<file path="src/rtl/acc_reg.sv">
// acc_reg: 33-bit accumulator register with load, logical right shift and
// modulo-2^33 add, applied in fixed priority Rst > Load > Sh > Ad > hold.
// Saidas is the register itself, with no combinational path from the inputs.
// Optional feature: define ACC_ZERO_FLAG_EN to add the Zero output, which is
// high whenever the accumulator holds 0.
module acc_reg (
    input  logic        Clk,
    input  logic        Rst,
    input  logic        Load,
    input  logic        Sh,
    input  logic        Ad,
    input  logic [32:0] Entradas,
    output logic [32:0] Saidas
`ifdef ACC_ZERO_FLAG_EN
    ,
    output logic        Zero
`endif
);

    localparam int W = 33;

    logic [W-1:0] acc_reg;
    logic [W-1:0] acc_next;
    logic [W-1:0] shifted;
    logic [W-1:0] summed;

    // Logical right shift: each bit takes its upper neighbour, and the MSB is filled with 0.
    generate
        for (genvar gi = 0; gi < W - 1; gi++) begin : g_shift
            assign shifted[gi] = acc_reg[gi+1];
        end
    endgenerate
    assign shifted[W-1] = 1'b0;

    // The carry out of the MSB is intentionally dropped (wraps modulo 2^33).
    assign summed = acc_reg + Entradas;

    // Priority select of the next value; Entradas only matters for Load and Ad.
    always_comb begin
        acc_next = acc_reg;
        if (Load) begin
            acc_next = Entradas;
        end else if (Sh) begin
            acc_next = shifted;
        end else if (Ad) begin
            acc_next = summed;
        end
    end

    // Accumulator register; synchronous reset overrides every other control.
    always_ff @(posedge Clk) begin
        if (Rst) begin
            acc_reg <= '0;
        end else begin
            acc_reg <= acc_next;
        end
    end

    assign Saidas = acc_reg;

`ifdef ACC_ZERO_FLAG_EN
    assign Zero = (acc_reg == '0);
`endif

endmodule

</file>
<file path="config.mk">
export PLATFORM = sky130hd
export DESIGN_NAME = acc_reg
export DESIGN_NICKNAME = d
export VERILOG_FILES = /design/src/rtl/acc_reg.sv
export SDC_FILE = /design/constraint.sdc
export NUM_CORES = 1
export LEC_CHECK = 0
export ABC_CLOCK_PERIOD_IN_PS = 7370
export CAP_MARGIN = 20
export CORE_UTILIZATION = 57
export CTS_BUF_LIST = sky130_fd_sc_hd__clkbuf_8
export DETAILED_ROUTE_END_ITERATION = 10
export PLACE_DENSITY = 0.88
export SYNTH_ARGS = -nofsm -noshare
export SYNTH_HDL_FRONTEND = slang
export SYNTH_SLANG_ARGS = --single-unit
</file>
<file path="constraint.sdc">
create_clock -name Clk -period 7.37 [get_ports Clk]
set_input_delay 1.474 -clock Clk [delete_from_list [all_inputs] [get_ports Clk]]
set_output_delay 1.474 -clock Clk [all_outputs]
set_load 0.02 [all_outputs]
</file>
* After elaboration in Yosys (flattened, before gate mapping)
Cells that the tools add are included.
** Word-level totals
- Bits in registers :: 33
- Input bits :: 38
- Output and inout port bits :: 33
- Logic and storage cells :: 6
** Cells by class
- Add/sub/neg operators :: 1
- Multiplexer cells :: 3
- Reductions and logical operators :: 1
** Operators with widths (number)
- two-way mux 33 bit :: 3
- adder 33 bit :: 1
- nonzero test 3 bit :: 1

* Longest topological paths before layout
Gate-level depths: netlist of run 1.
- Depth after elaboration :: 4
- Gate-level depth with buffers :: 11
- Gate-level depth less buffers :: 11

* Worst setup path before layout of run 1
Ideal clock, no wire load.
- Kind :: in2reg
- Start :: in Entradas[0]
- End :: reg acc_reg[32] (netlist: Saidas[32])
- Setup time :: 86 ps
- Arrival time :: 3827 ps
- Required time :: 7284 ps
- Setup slack :: 3456 ps
- Stages :: 11
- Path buffers :: 0
- Cells stage by stage :: ha_1 fa_1 a211oi_1 o211ai_1 nand3_2 a31oi_2 a22oi_2 a211o_2 o311ai_1 a311o_1 a221oi_2
** On the way
- Longest elaborated chain between the ends :: 4
** RTL lines
- start, declared :: line 12 : input logic [32:0] Entradas,
- adder 33 bit :: line 36 : assign summed = acc_reg + Entradas;
- two-way mux 33 bit :: line 45 : end else if (Ad) begin
- two-way mux 33 bit :: line 43 : end else if (Sh) begin
- two-way mux 33 bit :: line 41 : if (Load) begin
- end signal, assigned :: line 55 : acc_reg <= acc_next;
- end, declared :: line 22 : logic [W-1:0] acc_reg;
Every way passes these cells. The select of a mux whose other input is x is not followed.
A chain may end at the register's enable or synchronous reset.

* Final worst setup path of run 1
- Start :: in Entradas[1]
- End :: reg acc_reg[27] (netlist: Saidas[27])
Same word-level chain as after synthesis.

==> impl_metrics.py, run 1 <==
metrics = {
    "clock_network": {
        "path_clk_slew_ns": 0.08,
        "cts_tree": "done",
        "post_cts_resized": 0,
        "postCtsSetupBuffers": 0,
        "cts-root-buf": "clkbuf_8",
        "cts.path.max_buffers": 2,
        "clock_latency_ns": 0.29,
        "cts_buffers": 5,
        "ctsHoldBuffers": 0,
        "h-tree-depth": 2,
        "cts_sinks": 33,
    },
    "critical_path": {
        "r2r-start": "Saidas[1]",
        "crit_path_start": "Entradas[1]",
        "crit_path_end_kind": "flip-flop",
        "worst_setup_path_start_kind": "input port",
        "cp.required_ns": 7.61,
        "cp.arrival_ns": 4.68,
        "slowest_stage": "a221oi_1",
        "critPathMaxFanout": 3,
        "cpPeakStageDelay_ns": 0.57,
        "crit_type": "in2reg",
        "crit_chain": "clkdlybuf4s50_1 -> ha_1 -> a21o_1 -> a21oi_1 -> o21ai_0 -> a221oi_1 -> o21ai_2 -> a31oi_1 -> o31ai_1 -> nor4b_1 -> a221o_1",
    },
    "yosys": {
        "async_flop_share_pct": 0,
        "synth_nets": 526,
        "syn_area_um2": 3462,
        "synth.ff_latch_count": 33,
        "ys_types": 66,
        "ys_seq_area_share_pct": 19.08,
        "synth_edf_count": 0,
        "avgSynthCellArea_um2": 7.609,
        "syn_inst": 455,
        "ys.warnings.count": 0,
        "ys.flop_type": "dfxtp_1",
    },
    "placed_design": {
        "postPlaceCellArea_um2": 4130,
        "place_congestion": 0.9255,
        "hpwl_um": 7137,
        "pre_cts_ws_ns": 2.732,
        "io_buffers": 70,
        "placedCellCount": 581,
    },
    "pwr": {
        "p_int_uw": 429.4,
        "power.density_nw_per_um2": 167.1,
        "switching_share_pct": 39.28,
        "power.leakage_nw": 1.768,
        "p_sw_uw": 277.8,
        "p_comb_share_pct": 47.5,
        "irDropWorstVdd_mv": 0.09199,
        "p_clk_share_pct": 22.2,
        "pwr-share-seq_pct": 30.3,
        "finalPower_uw": 707.2,
    },
    "sta": {
        "fmax_mhz": 225.2,
        "final-hold-violation-count": 0,
        "setup_violations": 0,
        "tightest_slew_ns": 1.013,
        "slew_viol_final": 0,
        "fin_ws_ns": 2.929,
        "slew_headroom_pct": 32.41,
        "fin_hold_ws_ns": 0.4930,
        "setup_tns_ns": 0,
        "rsz0062_at_grt": "no",
        "min_period_ns": 4.441,
        "skew_ns": 0.007739,
        "fin_crit_sh_pct": 60.26,
    },
    "layout": {
        "nNetsFinal": 584,
        "fin_util_pct": 71.90,
        "final_cell_mix": "70 x clkdlybuf4s50_1, 51 x a21oi_1, 45 x nand2_1, 44 x nor2_1, 33 x dfxtp_1",
        "postLayoutCellArea_um2": 4232,
        "syn_to_final_growth_pct": 22.23,
        "seqCellArea_um2": 660.6,
        "largest_reg_flops": 33,
        "fin_cells": 589,
        "final_common_cell": "clkdlybuf4s50_1",
        "num-fill-cells": 502,
        "drive_gt1_share_pct": 5.447,
        "multi_input_area_um2": 2589,
        "antennaDiodeCount": 0,
    },
    "global_route": {
        "grt_pass1_wl_um": 16280,
        "antenna_found_initial": 0,
        "first_global_vias": 3396,
        "grt-ovfl-total": 0,
        "grt_max_degree": 36,
        "grt.total_usage_pct": 32.01,
    },
    "routing": {
        "via_per_inst": 6.396,
        "ant_nets": 0,
        "drt_first_pass_iters": 5,
        "vias": 3767,
        "wl_per_cell_um": 16.84,
        "totalWireLength_um": 9921,
        "drc": 0,
        "drt_iter0_markers": 326,
    },
    "floorplanning": {
        "die_x_um": 79.94,
        "core_um2": 5886,
        "row_count": 28,
        "io_pins": 71,
        "start_util_pct": 58.82,
        "die_h_um": 79.94,
        "die_area_um2": 6390,
    },
    "run": {
        "cap_viol_max_count": 0,
    },
    "hold_path": {
        "min_path_type": "reg2reg",
        "hp-start": "Saidas[16]",
    },
    "status": {
        "outcome": "complete, no violations",
    },
}
[cells in the mapped netlist (all sizes together), types with 6 or more instances]
cell type / instances / area [um2]
nor2: 44 / 165.2
o31ai: 6 / 45.04
inv: 14 / 52.55
xor2: 11 / 96.34
ha: 32 / 400.4
o211ai: 11 / 82.58
dfxtp: 33 / 660.6
a31oi: 7 / 50.05
xnor2: 14 / 122.6
a211oi: 11 / 82.58
nor3: 17 / 90.09
clkbuf: 19 / 121.4
nand2: 46 / 175.2
mux2i: 8 / 80.08
a21oi: 52 / 264.0
o21ai: 30 / 153.9
nand3: 8 / 45.04
a21o: 18 / 135.1
[worst max-delay path, delay by kind of cell]
kind	cells	cell delay (ns)
AOI/OAI and AO/OA	8	2.15
adders and majority gates	1	0.31
and+or+nand+nor	1	0.27
buffers and inverters	1	0.47
[metal layers]
metal	wire length [um]	vias up	GRT usage, %
met5	0	-	0
met4	194	0	10.00
met1	4372	1721	43.08
met3	829	22	3.543
met2	4525	205	53.08
li1	-	1819	-
[final timing paths]
check / endpoint / slack [ns] / cells after the start
worst max-delay path: Saidas[27] / 2.93 / 11
worst min register to register: Saidas[16] / 0.49 / 2
worst max register to register: Saidas[27] / 4.21 / 10
worst min-delay path: Saidas[16] / 0.49 / 2
[cell families (layout without fill, tap and decap cells)]
kind of cell               count (synthesis)  count (layout)  share of synthesized area, %
AOI/OAI and AO/OA                        180             180                         35.24
adders and majority gates                 33              33                         12.14
buffers and inverters                     38              97                         6.144
muxes                                      8               8                         2.313
DFF                                       33              33                         19.08
xor gates and xnor gates                  25              25                         6.325
and+or+nand+nor                          138             138                         18.76
[power groups by stage]
stage | logic [mW] | registers, mW | clock network, mW
finish | 0.336 | 0.214 | 0.157
global route | 0.367 | 0.216 | 0.166
CTS | 0.331 | 0.214 | 0.159
detailed placement | 0.328 | 0.217 | 0
global placement | 0.322 | 0.217 | 0
floorplan | 0.214 | 0.233 | 0
[final cells by class]
type                    count  area share, %
clock buffers               7          2.277
inverters                  15          1.331
flip-flops and latches     33          15.61
multi-input cells         384          61.18
clock inverters             1         0.1183
well taps                  75          2.218
repair buffers             74          17.27
No activity file was read; power rests on OpenSTA's default activity.
==> run 2, diff against run 1 <==
- ABC_CLOCK_PERIOD_IN_PS: 7370 -> 4400
- CORE_UTILIZATION: 57 -> 54
- PLACE_DENSITY: 0.88 -> 0.84
- clock period: 7.37 -> 4.4 ns (I/O delays scaled with it)
==> run 2 against run 1 <==
Against the previous run: hold slack gained 0.0013 ns; power up 65%; count of clock-buffer cells in the layout decreased by 1; cell count is 0.51% higher; critical path depth unchanged; die area grew 5.4%; via count down 0.27%; non-clock buffer count is 4 higher; design area grew 0.35%; clock power increased by 56%; worst setup slack got worse by 2.4 ns; flip-flop and latch count did not move; critical path type unchanged; critical endpoint unchanged; largest power group unchanged.
==> impl_metrics.py, run 2 (same netlist as run 1, synthesis figures left out) <==
metrics = {
    "critical_path": {
        "crit_type": "in2reg",
        "crit_path_start": "Entradas[1]",
        "slowest_stage": "a221oi_1",
        "cp.required_ns": 4.64,
        "reg2regPathDepth": 10,
        "crit_path_end_kind": "flip-flop",
        "r2r_slack_ns": 1.23,
        "cpPeakStageDelay_ns": 0.54,
        "cp.arrival_ns": 4.08,
        "worst_setup_path_start_kind": "input port",
        "critPathMaxFanout": 3,
        "crit_end": "Saidas[27]",
        "r2r-end": "Saidas[27]",
        "r2r-start": "Saidas[1]",
        "crit_chain": "clkdlybuf4s50_1 -> ha_1 -> a21o_1 -> a21oi_1 -> o21ai_0 -> a221oi_1 -> o21ai_2 -> a31oi_1 -> o31ai_1 -> nor4b_1 -> a221o_1",
    },
    "placed_design": {
        "placedCellCount": 585,
        "io_buffers": 70,
        "pre_cts_ws_ns": 0.3413,
        "postPlaceCellArea_um2": 4160,
        "place_congestion": 0.9455,
        "hpwl_um": 7478,
    },
    "clock_network": {
        "post_cts_resized": 0,
        "cts_buffers": 5,
        "path_clk_slew_ns": 0.07,
        "cts-root-buf": "clkbuf_8",
        "cts_tree": "done",
        "ctsHoldBuffers": 0,
        "clock_latency_ns": 0.29,
        "cts_sinks": 33,
        "postCtsSetupBuffers": 0,
        "h-tree-depth": 2,
        "cts.path.max_buffers": 2,
    },
    "routing": {
        "drc": 0,
        "totalWireLength_um": 10340,
        "ant_nets": 0,
        "drt_first_pass_iters": 5,
        "via_per_inst": 6.346,
        "wl_per_cell_um": 17.47,
        "drt_iter0_markers": 204,
        "vias": 3757,
    },
    "pwr": {
        "power.leakage_nw": 1.780,
        "p_clk_share_pct": 20.9,
        "p_comb_share_pct": 48.4,
        "pwr-share-seq_pct": 30.7,
        "finalPower_mw": 1.170,
        "irDropWorstVdd_mv": 0.1649,
        "power.density_nw_per_um2": 275.6,
        "switching_share_pct": 40.03,
        "p_int_uw": 701.9,
        "p_sw_uw": 468.5,
    },
    "global_route": {
        "grt_pass1_wl_um": 16060,
        "grt-ovfl-total": 0,
        "first_global_vias": 3443,
        "antenna_found_initial": 0,
        "grt_max_degree": 36,
        "grt.total_usage_pct": 30.87,
    },
    "hold_path": {
        "hold_depth": 2,
        "min_path_type": "reg2reg",
    },
    "floorplanning": {
        "io_pins": 71,
        "die_h_um": 82.07,
        "start_util_pct": 57.12,
        "die_x_um": 82.07,
        "row_count": 28,
        "core_um2": 6061,
        "die_area_um2": 6735,
    },
    "layout": {
        "fin_cells": 592,
        "num-fill-cells": 515,
        "nNetsFinal": 588,
        "drive_gt1_share_pct": 5.803,
        "syn_to_final_growth_pct": 22.66,
        "largest_reg_flops": 33,
        "seqCellArea_um2": 660.6,
        "antennaDiodeCount": 0,
        "postLayoutCellArea_um2": 4247,
        "fin_util_pct": 70.07,
        "multi_input_area_um2": 2589,
        "final_common_cell": "clkdlybuf4s50_1",
        "final_cell_mix": "70 x clkdlybuf4s50_1, 51 x a21oi_1, 45 x nand2_1, 44 x nor2_1, 33 x dfxtp_1",
    },
    "sta": {
        "fin_hold_ws_ns": 0.4942,
        "fin_crit_sh_pct": 87.29,
        "setup_tns_ns": 0,
        "setup_violations": 0,
        "fmax_mhz": 260.4,
        "slew_headroom_pct": 25.92,
        "final-hold-violation-count": 0,
        "slew_viol_final": 0,
        "rsz0062_at_grt": "no",
        "min_period_ns": 3.841,
        "fin_ws_ns": 0.5593,
        "tightest_slew_ns": 1.107,
        "skew_ns": 0.005162,
    },
    "status": {
        "outcome": "complete, no violations",
    },
    "run": {
        "cap_viol_max_count": 0,
    },
}
run 2: cell count changes in the layout (fill, tap and decap cells not counted), sizes merged:
cell and delta:
buf +4, clkbuf -1, clkinv -1, inv +1
run 2: worst min path at each step:
stage	start	end	slack, ns
3_5_place_dp	Saidas[0]	Saidas[0]	0.48
3_3_place_gp	Saidas[0]	Saidas[0]	0.47
2_1_floorplan	Saidas[0]	Saidas[0]	0.55
6_report	Saidas[0]	Saidas[0]	0.49
5_1_grt	Saidas[0]	Saidas[0]	0.52
4_1_cts	Saidas[0]	Saidas[0]	0.50
run 2: cell type report:
type | instances | share of cell area [%]
multi-input combinational | 384 | 60.96
timing repair buffer | 78 | 17.91
sequential | 33 | 15.56
tap | 75 | 2.210
clock buffer | 6 | 1.945
inverter | 15 | 1.326
clock inverter | 1 | 0.08839
run 2: critical path, delay by kind of cell:
family,cells,cell delay [ns]
buffers and inverters,1,0.47
adders and majority gates,1,0.31
AOI/OAI and AO/OA,8,2.11
and+or+nand+nor,1,0.29
run 2: per-layer routing:
| metal | track usage [%] | wire length [um] | up-vias |
|---|---|---|---|
| met1 | 39.59 | 4596 | 1742 |
| met4 | 12.63 | 241 | 0 |
| met3 | 5.000 | 760 | 24 |
| met2 | 50.99 | 4745 | 167 |
| met5 | 0 | 0 | - |
| li1 | - | - | 1824 |
run 2: power groups by stage:
stage	clock [mW]	sequential (mW)	combinational, mW
floorplan	0	0.391	0.359
global placement	0	0.363	0.545
detailed placement	0	0.364	0.555
CTS	0.246	0.358	0.560
global route	0.257	0.362	0.617
finish	0.245	0.359	0.567
==> run 3, diff against run 2 <==
- ABC_AREA: unset -> 1
- CORE_UTILIZATION: 54 -> 56
- PLACE_DENSITY: 0.84 -> 0.85
==> run 3 against run 2 <==
Against the previous run: synthesized area grew 17%; worst setup slack gained 0.92 ns; maximum frequency grew 31%; clock skew grew 0.0028 ns; critical path type unchanged; critical endpoint is now Saidas[30]; largest cell class unchanged; highest routed layer unchanged.
==> impl_metrics.py, run 3 <==
metrics = {
    "yosys": {
        "syn_area_um2": 4041,
        "async_flop_share_pct": 0,
        "synth_most_common_cell": "nand2_1",
        "ys.warnings.count": 0,
        "synth_xor_area_share_pct": 3.684,
        "synth_nets": 788,
        "syn_inst": 717,
        "synthSimpleGateAreaFrac_pct": 38.45,
        "ys.flop_type": "dfxtp_1",
        "yosys-top-cells-count": "207 x nand2_1, 91 x inv_1, 87 x a21oi_1, 71 x nor2_1, 52 x o21ai_0",
        "avgSynthCellArea_um2": 5.637,
        "synth_edf_count": 0,
        "synth.ff_latch_count": 33,
        "synth_top_area_share_pct": 19.23,
        "yosysTopAreaCell": "nand2_1",
        "synthAdderAreaFrac_pct": 10.40,
        "synth_compound_area_share_pct": 20.28,
        "ys_seq_area_share_pct": 16.35,
        "ys_types": 29,
        "synth_top_family_by_area": "simple AND/OR/NAND/NOR gates",
        "synth_area_leaders": "nand2_1 19%, dfxtp_1 16%, a21oi_1 11%, ha_1 9.9%, inv_1 8.5%",
        "yosys-mux-area-fraction_pct": 0,
    },
    "global_route": {
        "grt_max_degree": 47,
        "first_global_vias": 4662,
        "grt-ovfl-total": 0,
        "grt_pass1_wl_um": 21820,
        "grt.total_usage_pct": 37.05,
        "antenna_found_initial": 0,
    },
    "status": {
        "outcome": "complete, no violations",
    },
    "layout": {
        "num-fill-cells": 630,
        "nNetsFinal": 848,
        "postLayoutCellArea_um2": 4935,
        "final_cell_mix": "207 x nand2_1, 91 x inv_1, 87 x a21oi_1, 71 x nor2_1, 70 x clkdlybuf4s50_1",
        "largest_reg_flops": 33,
        "seqCellArea_um2": 660.6,
        "final_common_cell": "nand2_1",
        "antennaDiodeCount": 0,
        "multi_input_area_um2": 2943,
        "syn_to_final_growth_pct": 22.11,
        "drive_gt1_share_pct": 5.784,
    },
    "sta": {
        "fin_crit_sh_pct": 66.41,
        "slew_viol_final": 0,
        "slew_headroom_pct": 32.71,
        "setup_violations": 0,
        "min_period_ns": 2.922,
        "fmax_mhz": 342.2,
        "fin_ws_ns": 1.478,
        "tightest_slew_ns": 1.008,
        "fin_hold_ws_ns": 0.5942,
        "final-hold-violation-count": 0,
        "skew_ns": 0.008007,
        "setup_tns_ns": 0,
        "rsz0062_at_grt": "no",
    },
    "floorplanning": {
        "start_util_pct": 58.83,
        "die_x_um": 86.95,
        "row_count": 30,
        "die_area_um2": 7560,
        "core_um2": 6869,
        "die_h_um": 86.95,
        "io_pins": 71,
    },
    "routing": {
        "drc": 0,
        "ant_nets": 0,
        "totalWireLength_um": 13470,
        "drt_first_pass_iters": 5,
        "wl_per_cell_um": 15.41,
        "drt_iter0_markers": 369,
        "vias": 4942,
        "via_per_inst": 5.654,
    },
    "hold_path": {
        "min_path_type": "reg2reg",
        "hp-start": "Saidas[0]",
        "hold_end": "Saidas[0]",
        "hold_depth": 2,
    },
    "clock_network": {
        "h-tree-depth": 2,
        "post_cts_resized": 0,
        "cts_sinks": 33,
        "ctsHoldBuffers": 0,
        "cts_buffers": 5,
        "postCtsSetupBuffers": 0,
        "cts.path.max_buffers": 2,
        "path_clk_slew_ns": 0.08,
        "cts_tree": "done",
        "cts-root-buf": "clkbuf_8",
        "clock_latency_ns": 0.30,
    },
    "critical_path": {
        "critPathMaxFanout": 4,
        "r2r-start": "Saidas[0]",
        "r2r_slack_ns": 2.17,
        "cp.required_ns": 4.59,
        "reg2regPathDepth": 14,
        "r2r-end": "Saidas[30]",
        "crit_path_end_kind": "flip-flop",
        "crit_type": "in2reg",
        "worst_setup_path_start_kind": "input port",
        "cp.arrival_ns": 3.11,
    },
    "pwr": {
        "irDropWorstVdd_mv": 0.1845,
        "power.density_nw_per_um2": 272.8,
        "power.leakage_nw": 2.445,
    },
    "placed_design": {
        "postPlaceCellArea_um2": 4815,
        "io_buffers": 70,
        "hpwl_um": 10280,
        "pre_cts_ws_ns": 1.194,
        "place_congestion": 1.019,
    },
    "run": {
        "cap_viol_max_count": 0,
    },
}
==> run 3: cell types whose count changed in the layout (fill, tap and decap cells not counted), sizes merged, moves of 11 or more <==
cell	before	now
nor2	44	75
nand2	46	217
o21ai	30	57
a21oi	52	88
nand3	8	52
a211oi	11	0
a21o	18	0
inv	15	93
==> run 3: layout make-up <==
class,instances,area share (%)
Clock buffer,6,1.673
Clock inverter,2,0.7606
Inverter,94,7.150
Multi-Input combinational cell,568,59.63
Sequential cell,33,13.39
Tap cell,96,2.434
Timing Repair Buffer,75,14.96
==> run 3: routing by layer <==
layer  GRT usage [%]  up-vias  wire (um)
met1           48.07     2199       5891
met2           61.35      251       6096
met4           15.45        0        426
met5               0        -          0
met3           5.308       39       1053
li1                -     2453          -
==> run 3: worst max-delay path, cell delays in order <==
cell             delay [ns]
clkdlybuf4s50_1        0.42
ha_1                   0.26
fa_1                   0.44
nand3_1                0.12
nand3_2                0.11
nand2_1                0.09
nand2_1                0.11
nand2_1                0.09
nand2_2                0.08
nand3_1                0.12
nand2_1                0.07
nand2_1                0.06
nand3_1                0.11
nand2_1                0.09
a21oi_1                0.05
==> run 3: how the worst max path moves through the flow <==
stage,from,to,slack [ns]
CTS,Entradas[0],Saidas[30],1.50
global placement,Entradas[0],Saidas[30],1.26
global route,Entradas[0],Saidas[30],1.30
floorplan,Entradas[0],Saidas[16],1.95
detailed placement,Entradas[0],Saidas[30],1.19
finish,Entradas[0],Saidas[30],1.48
==> run 3: cell families (layout without fill, tap and decap cells) <==
family / after synthesis / count (layout)
flops: 33 / 33
simple gates: 361 / 361
buf+inv: 116 / 177
xor+xnor: 17 / 17
fa+ha+maj: 33 / 33
compound gates: 157 / 157
==> run 3: power by group <==
part | switching (mW) | total [mW] | internal (mW)
Sequential | 0.0340 | 0.361 | 0.327
Clock | 0.142 | 0.327 | 0.185
Combinational | 0.403 | 0.658 | 0.255
Total | 0.579 | 1.35 | 0.767
==> run 3: stage by stage <==
step                      power, mW  instances  util [%]
final                         1.346        874     71.84
after global routing          1.428        874     71.84
after CTS                     1.331        874     71.84
after detailed placement      1.008        866     70.09
after global placement       0.9927        866     70.09
after floorplan              0.7960        717         -
